## src/rtl/output_mem_drain.sv

```systemverilog
// Read-side sequencer: walks a range of output-memory rows via the scan-out port and streams
// each row as OUT_W-bit beats over valid/ready. Optional running beat sum: OUT_DRAIN_CHECKSUM_EN.
module output_mem_drain #(
    parameter int ROW_W  = 512,
    parameter int OUT_W  = 32,
    parameter int ADDR_W = 8
) (
    input  logic              clk,
    input  logic              reset,
    input  logic              start,
    input  logic [ADDR_W-1:0] base_addr,
    input  logic [ADDR_W-1:0] num_rows,
    output logic [1:0]        scan_mode,
    output logic [ADDR_W-1:0] scan_addr,
    input  logic [ROW_W-1:0]  scan_out,
    output logic [OUT_W-1:0]  out_data,
    output logic              out_valid,
    input  logic              out_ready,
    output logic              out_last,
    output logic              busy,
    output logic              done,
    output logic [31:0]       checksum
);

    localparam int BEATS  = ROW_W / OUT_W;
    localparam int BEAT_W = (BEATS > 1) ? $clog2(BEATS) : 1;
    localparam logic [BEAT_W-1:0] BEAT_LAST = BEAT_W'(BEATS - 1);
    localparam logic [1:0] MODE_LOAD = 2'b01;
    localparam logic [1:0] MODE_SCAN = 2'b11;

    typedef enum logic [2:0] {
        S_IDLE,
        S_ADDR,
        S_CAPTURE,
        S_STREAM,
        S_DONE
    } state_t;

    state_t              r_state;
    state_t              w_next_state;
    logic [ADDR_W-1:0]   r_cur_addr;
    logic [ADDR_W-1:0]   r_rows_left;
    logic [ROW_W-1:0]    r_row_buf;
    logic [BEAT_W-1:0]   r_beat;

    logic                w_start_ok;
    logic                w_handshake;
    logic                w_last_beat;
    logic                w_last_row;
    logic [OUT_W-1:0]    w_words [BEATS];

    assign w_start_ok  = (r_state == S_IDLE) && start;
    assign w_handshake = (r_state == S_STREAM) && out_ready;
    assign w_last_beat = (r_beat == BEAT_LAST);
    assign w_last_row  = (r_rows_left == ADDR_W'(1));
    assign scan_addr   = r_cur_addr;

    always_comb begin
        for (int i = 0; i < BEATS; i++) begin
            w_words[i] = r_row_buf[i*OUT_W +: OUT_W];
        end
    end

    // NOTE: state and datapath registers use non-blocking assignments so every
    // flop samples the pre-edge values regardless of statement order.
    always_ff @(posedge clk or posedge reset) begin
        if (reset) begin
            r_state <= S_IDLE;
        end else begin
            r_state <= w_next_state;
        end
    end

    // Outputs decode r_state only; out_ready feeds just the next-state logic.
    always_comb begin
        // NOTE: every signal gets a default before the case so no path leaves
        // one unassigned, which would otherwise infer a latch.
        w_next_state = r_state;
        scan_mode    = MODE_LOAD;
        out_valid    = 1'b0;
        out_data     = '0;
        out_last     = 1'b0;
        busy         = 1'b1;
        done         = 1'b0;
        case (r_state)
            S_IDLE: begin
                busy = 1'b0;
                if (start) begin
                    w_next_state = (num_rows == '0) ? S_DONE : S_ADDR;
                end
            end
            S_ADDR: begin
                scan_mode    = MODE_SCAN;
                w_next_state = S_CAPTURE;
            end
            S_CAPTURE: begin
                scan_mode    = MODE_SCAN;
                w_next_state = S_STREAM;
            end
            S_STREAM: begin
                scan_mode = MODE_SCAN;
                out_valid = 1'b1;
                out_data  = w_words[r_beat];
                out_last  = w_last_beat && w_last_row;
                if (out_ready && w_last_beat) begin
                    w_next_state = w_last_row ? S_DONE : S_ADDR;
                end
            end
            S_DONE: begin
                done         = 1'b1;
                w_next_state = S_IDLE;
            end
            default: begin
                w_next_state = S_IDLE;
            end
        endcase
    end

    // NOTE: the wide row buffer is reset too, so an aborted drain leaves no
    // stale row data visible on out_data after reset.
    always_ff @(posedge clk or posedge reset) begin
        if (reset) begin
            r_cur_addr  <= '0;
            r_rows_left <= '0;
            r_row_buf   <= '0;
            r_beat      <= '0;
        end else begin
            if (w_start_ok) begin
                r_cur_addr  <= base_addr;
                r_rows_left <= num_rows;
            end
            if (r_state == S_CAPTURE) begin
                r_row_buf <= scan_out;
                r_beat    <= '0;
            end
            if (w_handshake) begin
                if (w_last_beat) begin
                    r_beat      <= '0;
                    r_rows_left <= r_rows_left - ADDR_W'(1);
                    if (!w_last_row) begin
                        r_cur_addr <= r_cur_addr + ADDR_W'(1);
                    end
                end else begin
                    r_beat <= r_beat + BEAT_W'(1);
                end
            end
        end
    end

`ifdef OUT_DRAIN_CHECKSUM_EN
    logic [31:0] r_checksum;

    always_ff @(posedge clk or posedge reset) begin
        if (reset) begin
            r_checksum <= '0;
        end else if (w_start_ok) begin
            r_checksum <= '0;
        end else if (w_handshake) begin
            r_checksum <= r_checksum + 32'(out_data);
        end
    end

    assign checksum = r_checksum;
`else
    assign checksum = '0;
`endif

endmodule

```

## config.mk

```make
export PLATFORM = sky130hd
export DESIGN_NAME = output_mem_drain
export DESIGN_NICKNAME = d
export VERILOG_FILES = /design/src/rtl/output_mem_drain.sv
export SDC_FILE = /design/constraint.sdc
export NUM_CORES = 1
export LEC_CHECK = 0
export CAP_MARGIN = 20
export CORE_ASPECT_RATIO = 1.5
export CORE_UTILIZATION = 40
export DETAILED_ROUTE_END_ITERATION = 6
export GPL_ROUTABILITY_DRIVEN = 0
export PLACE_DENSITY = 0.77
export SLEW_MARGIN = 20
export SYNTH_ARGS = -nofsm -noshare
export SYNTH_HDL_FRONTEND = slang
export SYNTH_SLANG_ARGS = --single-unit
```

## constraint.sdc

```tcl
create_clock -name clk -period 30.8 [get_ports clk]
set_input_delay 7.7 -clock clk [delete_from_list [all_inputs] [get_ports clk]]
set_output_delay 7.7 -clock clk [all_outputs]
set_load 0.03 [all_outputs]
```

==> metrics.cfg, run 1 <==
[grt]
globalRoute.busiestLayer = met2
globalRoute.totalOverflow = 0
grt_max_degree = 188
use_met2_pct = 38.48
grt_antenna_before_repair = 40
via_count_of_the_first_global_routing_pass = 17490
grt_use_total_pct = 22.73
global_route_wire_length_before_repair_mm = 105.5
grt.met3_usage_pct = 5.954
gr-usage-met1_pct = 25.92

[synthesis]
synth_largest_area_cell = sky130_fd_sc_hd__dfrtp_1
syn_inst = 1554
postSynthRegisterBits = 535
synth.avg_cell_area_um2 = 15.61
yosys-mux-area-fraction_pct = 35.73
dominant_combinational_cell_family_by_area_after_synthesis = multiplexers
yosysWarnings = 0
synth-adder-area-share_pct = 0.2064
synth.cell_area_um2 = 24250
synth_flop_cell = sky130_fd_sc_hd__dfrtp_1
synth_edf_count = 0
register_area_share_after_synthesis_pct = 55.21
ys_top_cells_by_area = sky130_fd_sc_hd__dfrtp_1, sky130_fd_sc_hd__mux2_2, sky130_fd_sc_hd__mux4_2
synth-compound-area-share_pct = 3.271
synth_xor_area_share_pct = 0.03612
async_flop_share_pct = 100.0
synthSimpleGateAreaFrac_pct = 2.373
ys_types = 51
synth_top_area_share_pct = 55.21

[layout]
final_layout_size_suffix_gt1_share_pct = 35.98
layout_fillers = 4924
area_growth_pct = 33.80
layout.cells.most_common_list = sky130_fd_sc_hd__clkdlybuf4s50_1, sky130_fd_sc_hd__dfrtp_1, sky130_fd_sc_hd__mux2_2
fraction_of_the_core_area_covered_by_cells_at_the_end_of_the_flow_pct = 54.07
commonest_non_fill_non_tap_cell_in_the_layout = sky130_fd_sc_hd__clkdlybuf4s50_1
layout.nets = 2629

[pwr]
power_density_nw_per_um2 = 76.70
power.ir.vdd_worst_mv = 0.05694
power.leakage_nw = 14.78

[routing]
vias_per_cell = 5.467
remaining_drc_errors = 0
routed_wirelength_mm = 70.38
dr.first_iter.drc_count = 818
num_vias = 16140
dr_wl_cell_um = 23.84
drt_pre_antenna_iters = 5
antenna_left = 0

[clock_network]
hold_fix_buffers_at_cts = 0
cts_buffer_depth = 3
cts-htree-levels = 2
tritoncts.num_buffers = 52
postCtsResizedCells = 0
clk_transition_reported_paths_ns = 0.06
post-cts-setup-buffer-count = 0
cts_tree = done
clk_root_buffer_cell = sky130_fd_sc_hd__clkbuf_16
worst_skew_pair.late_latency_ns = 0.58
clkSinkCount = 535

[sta]
final_max_slew_viol_count = 0
period_needed_ns = 11.84
worst_pin_slew_ns = 1.246
setup_total_negative_slack_ns = 0
hold_slack_ns = 0.4960
final.period_utilization_pct = 38.45
setup_viol = 0
max_clock_freq_ghz = 0.08444
clock-skew-final_ns = 0.01248
finalHoldViolations = 0
unrepaired_setup_endpoints_after_global_routing = false
max-slew-margin-rel_pct = 16.91

[placed_design]
detailedPlacementHpwl_mm = 50.76
placement.io_buffers = 576

[critical_path]
path_max_fanout = 48
worst_setup_path_end_kind = output port
crit_path_top_delay_cell = sky130_fd_sc_hd__dfrtp_4
crit_chain = buf_4 > mux4_2 > a22oi_1 > nand2_1 > clkdlybuf4s50_1
timing.critical_path.slowest_cell_delay_ns = 0.98
setup.worst_path.start = r_beat[0]
crit_arrival_ns = 4.14
critical_path_class = flip-flop to output port
setup.worst_path.start_class = flip-flop
required_ns = 23.10
r2r-start = r_state[1]

[floorplanning]
num_io_pins = 610
initial_core_util_pct = 40.41
coreArea_um2 = 60010
die_width_um = 203.0
fp-row-count = 110
floorplan.die.height_um = 303.6
floorplan.die_area_um2 = 61640

[hold_path]
hold_path_class = flip-flop to flip-flop
hold_start = r_rows_left[7]

[outcome]
status = completed

[job]
cap_viol_max_count = 0

==> area by class of cell <==
type                            count  area [µm²]  area share, %
Multi-Input combinational cell    902       10250          31.60
Tap cell                          784       980.9          3.023
Sequential cell                   535       13400          41.28
Clock buffer                       73        1562          4.812
Antenna cell                       36       90.09         0.2776
Inverter                            5       26.28        0.08098
Clock inverter                     20       163.9         0.5051
Timing Repair Buffer              597        5976          18.42
==> worst paths after layout <==
check                                 end  slack (ns)  cells past startpoint
max                          out_data[10]       18.96                      5
min                        r_rows_left[7]        0.50                      1
max reg2reg                r_row_buf[469]       26.55                      5
min reg2reg                r_rows_left[7]        0.50                      1
max in group asynchronous  r_row_buf[225]       20.77                      5
min in group asynchronous  r_row_buf[443]        7.66                      2
==> worst max-delay path: cells and delay by family, from the launching register on <==
kind,cells,cell delay (ns)
buffers and inverters,2,1.48
flip-flops,1,0.98
multiplexers,1,0.61
AO/OA/AOI/OAI,1,0.29
AND/OR/NAND/NOR,1,0.12
==> per-layer routing <==
metal	part of all wire (%)	wire length, µm
met5	0.075	53
met4	5.0	3499
met3	7.0	4940
met2	51	36140
met1	37	25750
==> state kept, by name (all words and copies together), names as in the netlist <==
signal       count
scan_addr        8
r_beat           4
r_state          3
r_rows_left      8
r_row_buf      512
==> synthesized netlist by cell type (5+ instances only) <==
library cell	n
sky130_fd_sc_hd__a21oi_1	9
sky130_fd_sc_hd__a22oi_1	63
sky130_fd_sc_hd__a32oi_1	5
sky130_fd_sc_hd__buf_2	63
sky130_fd_sc_hd__buf_4	34
sky130_fd_sc_hd__clkbuf_1	43
sky130_fd_sc_hd__dfrtp_1	535
sky130_fd_sc_hd__inv_1	5
sky130_fd_sc_hd__mux2_2	512
sky130_fd_sc_hd__mux4_2	127
sky130_fd_sc_hd__nand2_1	43
sky130_fd_sc_hd__nand3_1	20
sky130_fd_sc_hd__nor2_1	18
sky130_fd_sc_hd__o21ai_0	5
==> logic make-up after synthesis <==
logic type	Yosys count
buffers and inverters	148
flip-flops	535
other	2
multiplexers	643
adder cells (fa/ha/maj)	4
AO/OA/AOI/OAI	105
AND/OR/NAND/NOR	116
XOR/XNOR	1
==> where the power goes <==
part / internal [mW] / switching, mW
clock: 0.369 / 0.276
sequential: 0.940 / 0.163
combinational: 0.440 / 0.302
total: 1.75 / 0.740
==> metrics by stage <==
| stage | worst slack [ns] | power (mW) | instance area, µm² | instances |
|---|---|---|---|---|
| after detailed placement | 19.43 | 1.862 | 30590 | 2822 |
| final | 18.96 | 2.489 | 32450 | 2952 |
| after global placement | 19.42 | 1.827 | 30590 | 2822 |
| after global routing | 18.63 | 2.617 | 32440 | 2950 |
| after floorplan | 8.148 | 1.584 | 24370 | 1585 |
| after CTS | 18.78 | 2.516 | 32310 | 2915 |
(Power assumes the default switching activity.)
==> run 2, diff against run 1 <==
--- a/config.mk
+++ b/config.mk
@@ -10,7 +10,7 @@
 export CORE_UTILIZATION = 40
 export DETAILED_ROUTE_END_ITERATION = 6
 export GPL_ROUTABILITY_DRIVEN = 0
-export PLACE_DENSITY = 0.77
+export PLACE_DENSITY = 0.8
 export SLEW_MARGIN = 20
 export SYNTH_ARGS = -nofsm -noshare
 export SYNTH_HDL_FRONTEND = slang
==> constraint.sdc (replaced) <==
create_clock -name clk -period 10.7 [get_ports clk]
set_input_delay 2.675 -clock clk [delete_from_list [all_inputs] [get_ports clk]]
set_output_delay 2.675 -clock clk [all_outputs]
set_load 0.03 [all_outputs]
==> metrics.cfg, run 2 (synthesis gave the netlist of run 1 again) <==
[outcome]
status = completed

[sta]
final_max_slew_viol_count = 0  ; unchanged
max_clock_freq_ghz = 0.1423
worst_pin_slew_ns = 1.095  ; -0.1510 ns
final.period_utilization_pct = 65.67
setup_total_negative_slack_ns = 0  ; unchanged
clock-skew-final_ns = 0.01579  ; +0.003311 ns
period_needed_ns = 7.027
unrepaired_setup_endpoints_after_global_routing = false
finalHoldViolations = 0  ; unchanged
max-slew-margin-rel_pct = 26.97  ; +10 points
setup_viol = 0  ; unchanged

[layout]
layout.nets = 2634  ; +0.19%
commonest_non_fill_non_tap_cell_in_the_layout = sky130_fd_sc_hd__clkdlybuf4s50_1
sequential_cell_area_um2 = 13400  ; unchanged
layout.cells.most_common_list = sky130_fd_sc_hd__clkdlybuf4s50_1, sky130_fd_sc_hd__dfrtp_1, sky130_fd_sc_hd__mux2_2
final_layout_size_suffix_gt1_share_pct = 35.87  ; -0.10 points
area_growth_pct = 34.22
largest_register_ff_count = 512  ; unchanged
multiInputGateArea_um2 = 10250  ; unchanged
registers.top_by_ff_count = r_row_buf
layout_fillers = 4893  ; -0.63%

[job]
cap_viol_max_count = 0  ; unchanged

[routing]
routed_wirelength_mm = 70.19  ; -0.28%
num_vias = 16000  ; -0.87%
vias_per_cell = 5.419  ; -0.87%
drt_pre_antenna_iters = 5  ; unchanged
dr.first_iter.drc_count = 955  ; +17%
remaining_drc_errors = 0  ; unchanged
dr_wl_cell_um = 23.78  ; -0.28%
antenna_left = 0  ; unchanged

[pwr]
power.ir.vdd_worst_mv = 0.1754  ; +210%
power_density_nw_per_um2 = 223.8  ; +190%
power.leakage_nw = 14.84  ; +0.39%
power_mw = 7.284  ; +190%

[clock_network]
cts_tree = done
postCtsResizedCells = 0  ; unchanged
clk_root_buffer_cell = sky130_fd_sc_hd__clkbuf_16
post-cts-setup-buffer-count = 0  ; unchanged
tritoncts.num_buffers = 54  ; +3.8%
clk_transition_reported_paths_ns = 0.06  ; about the same
cts_buffer_depth = 3  ; unchanged
clkSinkCount = 535  ; unchanged
cts-htree-levels = 2  ; unchanged
hold_fix_buffers_at_cts = 0  ; unchanged
worst_skew_pair.late_latency_ns = 0.60  ; +0.02 ns

[floorplanning]
fp-row-count = 110  ; unchanged
floorplan.die_area_um2 = 61640  ; unchanged
initial_core_util_pct = 40.41  ; unchanged
num_io_pins = 610  ; unchanged
die_width_um = 203.0  ; unchanged
floorplan.die.height_um = 303.6  ; unchanged
coreArea_um2 = 60010  ; unchanged

[critical_path]
critical_path.most_common_cell = sky130_fd_sc_hd__buf_4
crit_path_top_delay_cell = sky130_fd_sc_hd__dfrtp_4
required_ns = 8.03  ; -15.07 ns
worst_setup_path_end_kind = output port
critical_path_class = flip-flop to output port
timing.critical_path.slowest_cell_delay_ns = 0.80  ; -0.18 ns
r2r-start = r_state[1]
timing.reg2reg.setup_slack_ns = 6.94  ; -19.61 ns
path_max_fanout = 38  ; -21%
crit_chain = buf_4 > buf_4 > mux4_2 > a22oi_1 > nand2_1 > clkdlybuf4s50_1
crit-reg2reg-capture = r_row_buf[140]
worst-r2r-cell-count = 5  ; unchanged
crit_arrival_ns = 4.35  ; +0.21 ns
setup.worst_path.start_class = flip-flop

[placed_design]
detailedPlacementHpwl_mm = 50.36  ; -0.79%
placement.io_buffers = 576  ; unchanged

[hold_path]
hold_path_class = flip-flop to flip-flop
min_to = r_row_buf[383]
hold_start = r_row_buf[383]
hold-path-cell-count = 1  ; unchanged

[grt]
via_count_of_the_first_global_routing_pass = 17690  ; +1.1%
global_route_wire_length_before_repair_mm = 106.1  ; +0.58%
grt_antenna_before_repair = 27  ; -33%
globalRoute.totalOverflow = 0  ; unchanged
grt_use_total_pct = 22.72  ; about the same
grt_max_degree = 169  ; -10%

## run 2: cell count changes in the layout (fill, tap and decap cells not counted), moves of 2 or more
cell,delta
sky130_fd_sc_hd__buf_4,+4
sky130_fd_sc_hd__clkinv_2,-5
sky130_fd_sc_hd__clkbuf_1,+8
sky130_fd_sc_hd__clkinv_4,+2
sky130_fd_sc_hd__diode_2,-9
sky130_fd_sc_hd__clkbuf_16,+4
sky130_fd_sc_hd__clkinvlp_4,-2
## run 2: worst max path at each step
stage                   start            to  slack [ns]  cells past startpoint
finish              r_beat[0]  out_data[15]        3.67                      6
global route        r_beat[0]  out_data[17]        3.32                      6
CTS                 r_beat[0]  out_data[15]        3.47                      6
detailed placement  r_beat[0]  out_data[21]        4.13                      6
global placement    r_beat[0]  out_data[21]        4.16                      6
floorplan               reset     r_beat[0]        0.75                      1
## run 2: metrics by stage
stage	hold slack (ns)	cells	utilization, %	setup WS [ns]	instance area (µm²)
after detailed placement	0.4908	2826	51.04	4.132	30630
after global routing	0.5142	2950	54.23	3.322	32540
after global placement	0.4832	2826	51.04	4.157	30630
final	0.5000	2952	54.24	3.673	32550
after floorplan	0.4491	1585	-	0.7510	24370
after CTS	0.5040	2925	54.11	3.472	32470
## run 2: power by group
group / internal (mW) / leakage, nW / total (mW) / switching (mW)
registers: 2.71 / 7.38 / 3.15 / 0.445
logic: 1.27 / 6.54 / 2.18 / 0.913
clock network: 1.15 / 0.911 / 1.95 / 0.802
total: 5.12 / 14.8 / 7.28 / 2.16
## run 2: worst max-delay path, delay by kind of cell, from the launching register on
kind | cells | cell delay [ns]
DFF | 1 | 0.80
AOI/OAI and AO/OA | 1 | 0.26
muxes | 1 | 0.60
buffers and inverters | 3 | 1.90
and+or+nand+nor | 1 | 0.12
## run 2: layout make-up
class                           count  area share [%]
Antenna cell                       27          0.2076
Clock buffer                       84           5.155
Clock inverter                     15          0.5036
Inverter                            5         0.06919
Multi-Input combinational cell    902           31.50
Sequential cell                   535           41.15
Tap cell                          784           3.014
Timing Repair Buffer              600           18.39
## run 2: per-layer routing
metal / part of all wire (%) / track usage, % / vias to the layer above / wire [µm]
li1: - / - / 6907 / -
met1: 37 / 26.69 / 8307 / 26050
met2: 52 / 38.64 / 622 / 36520
met3: 6.3 / 5.194 / 160 / 4423
met4: 4.5 / 12.33 / 2 / 3183
met5: 0.017 / 0 / - / 12
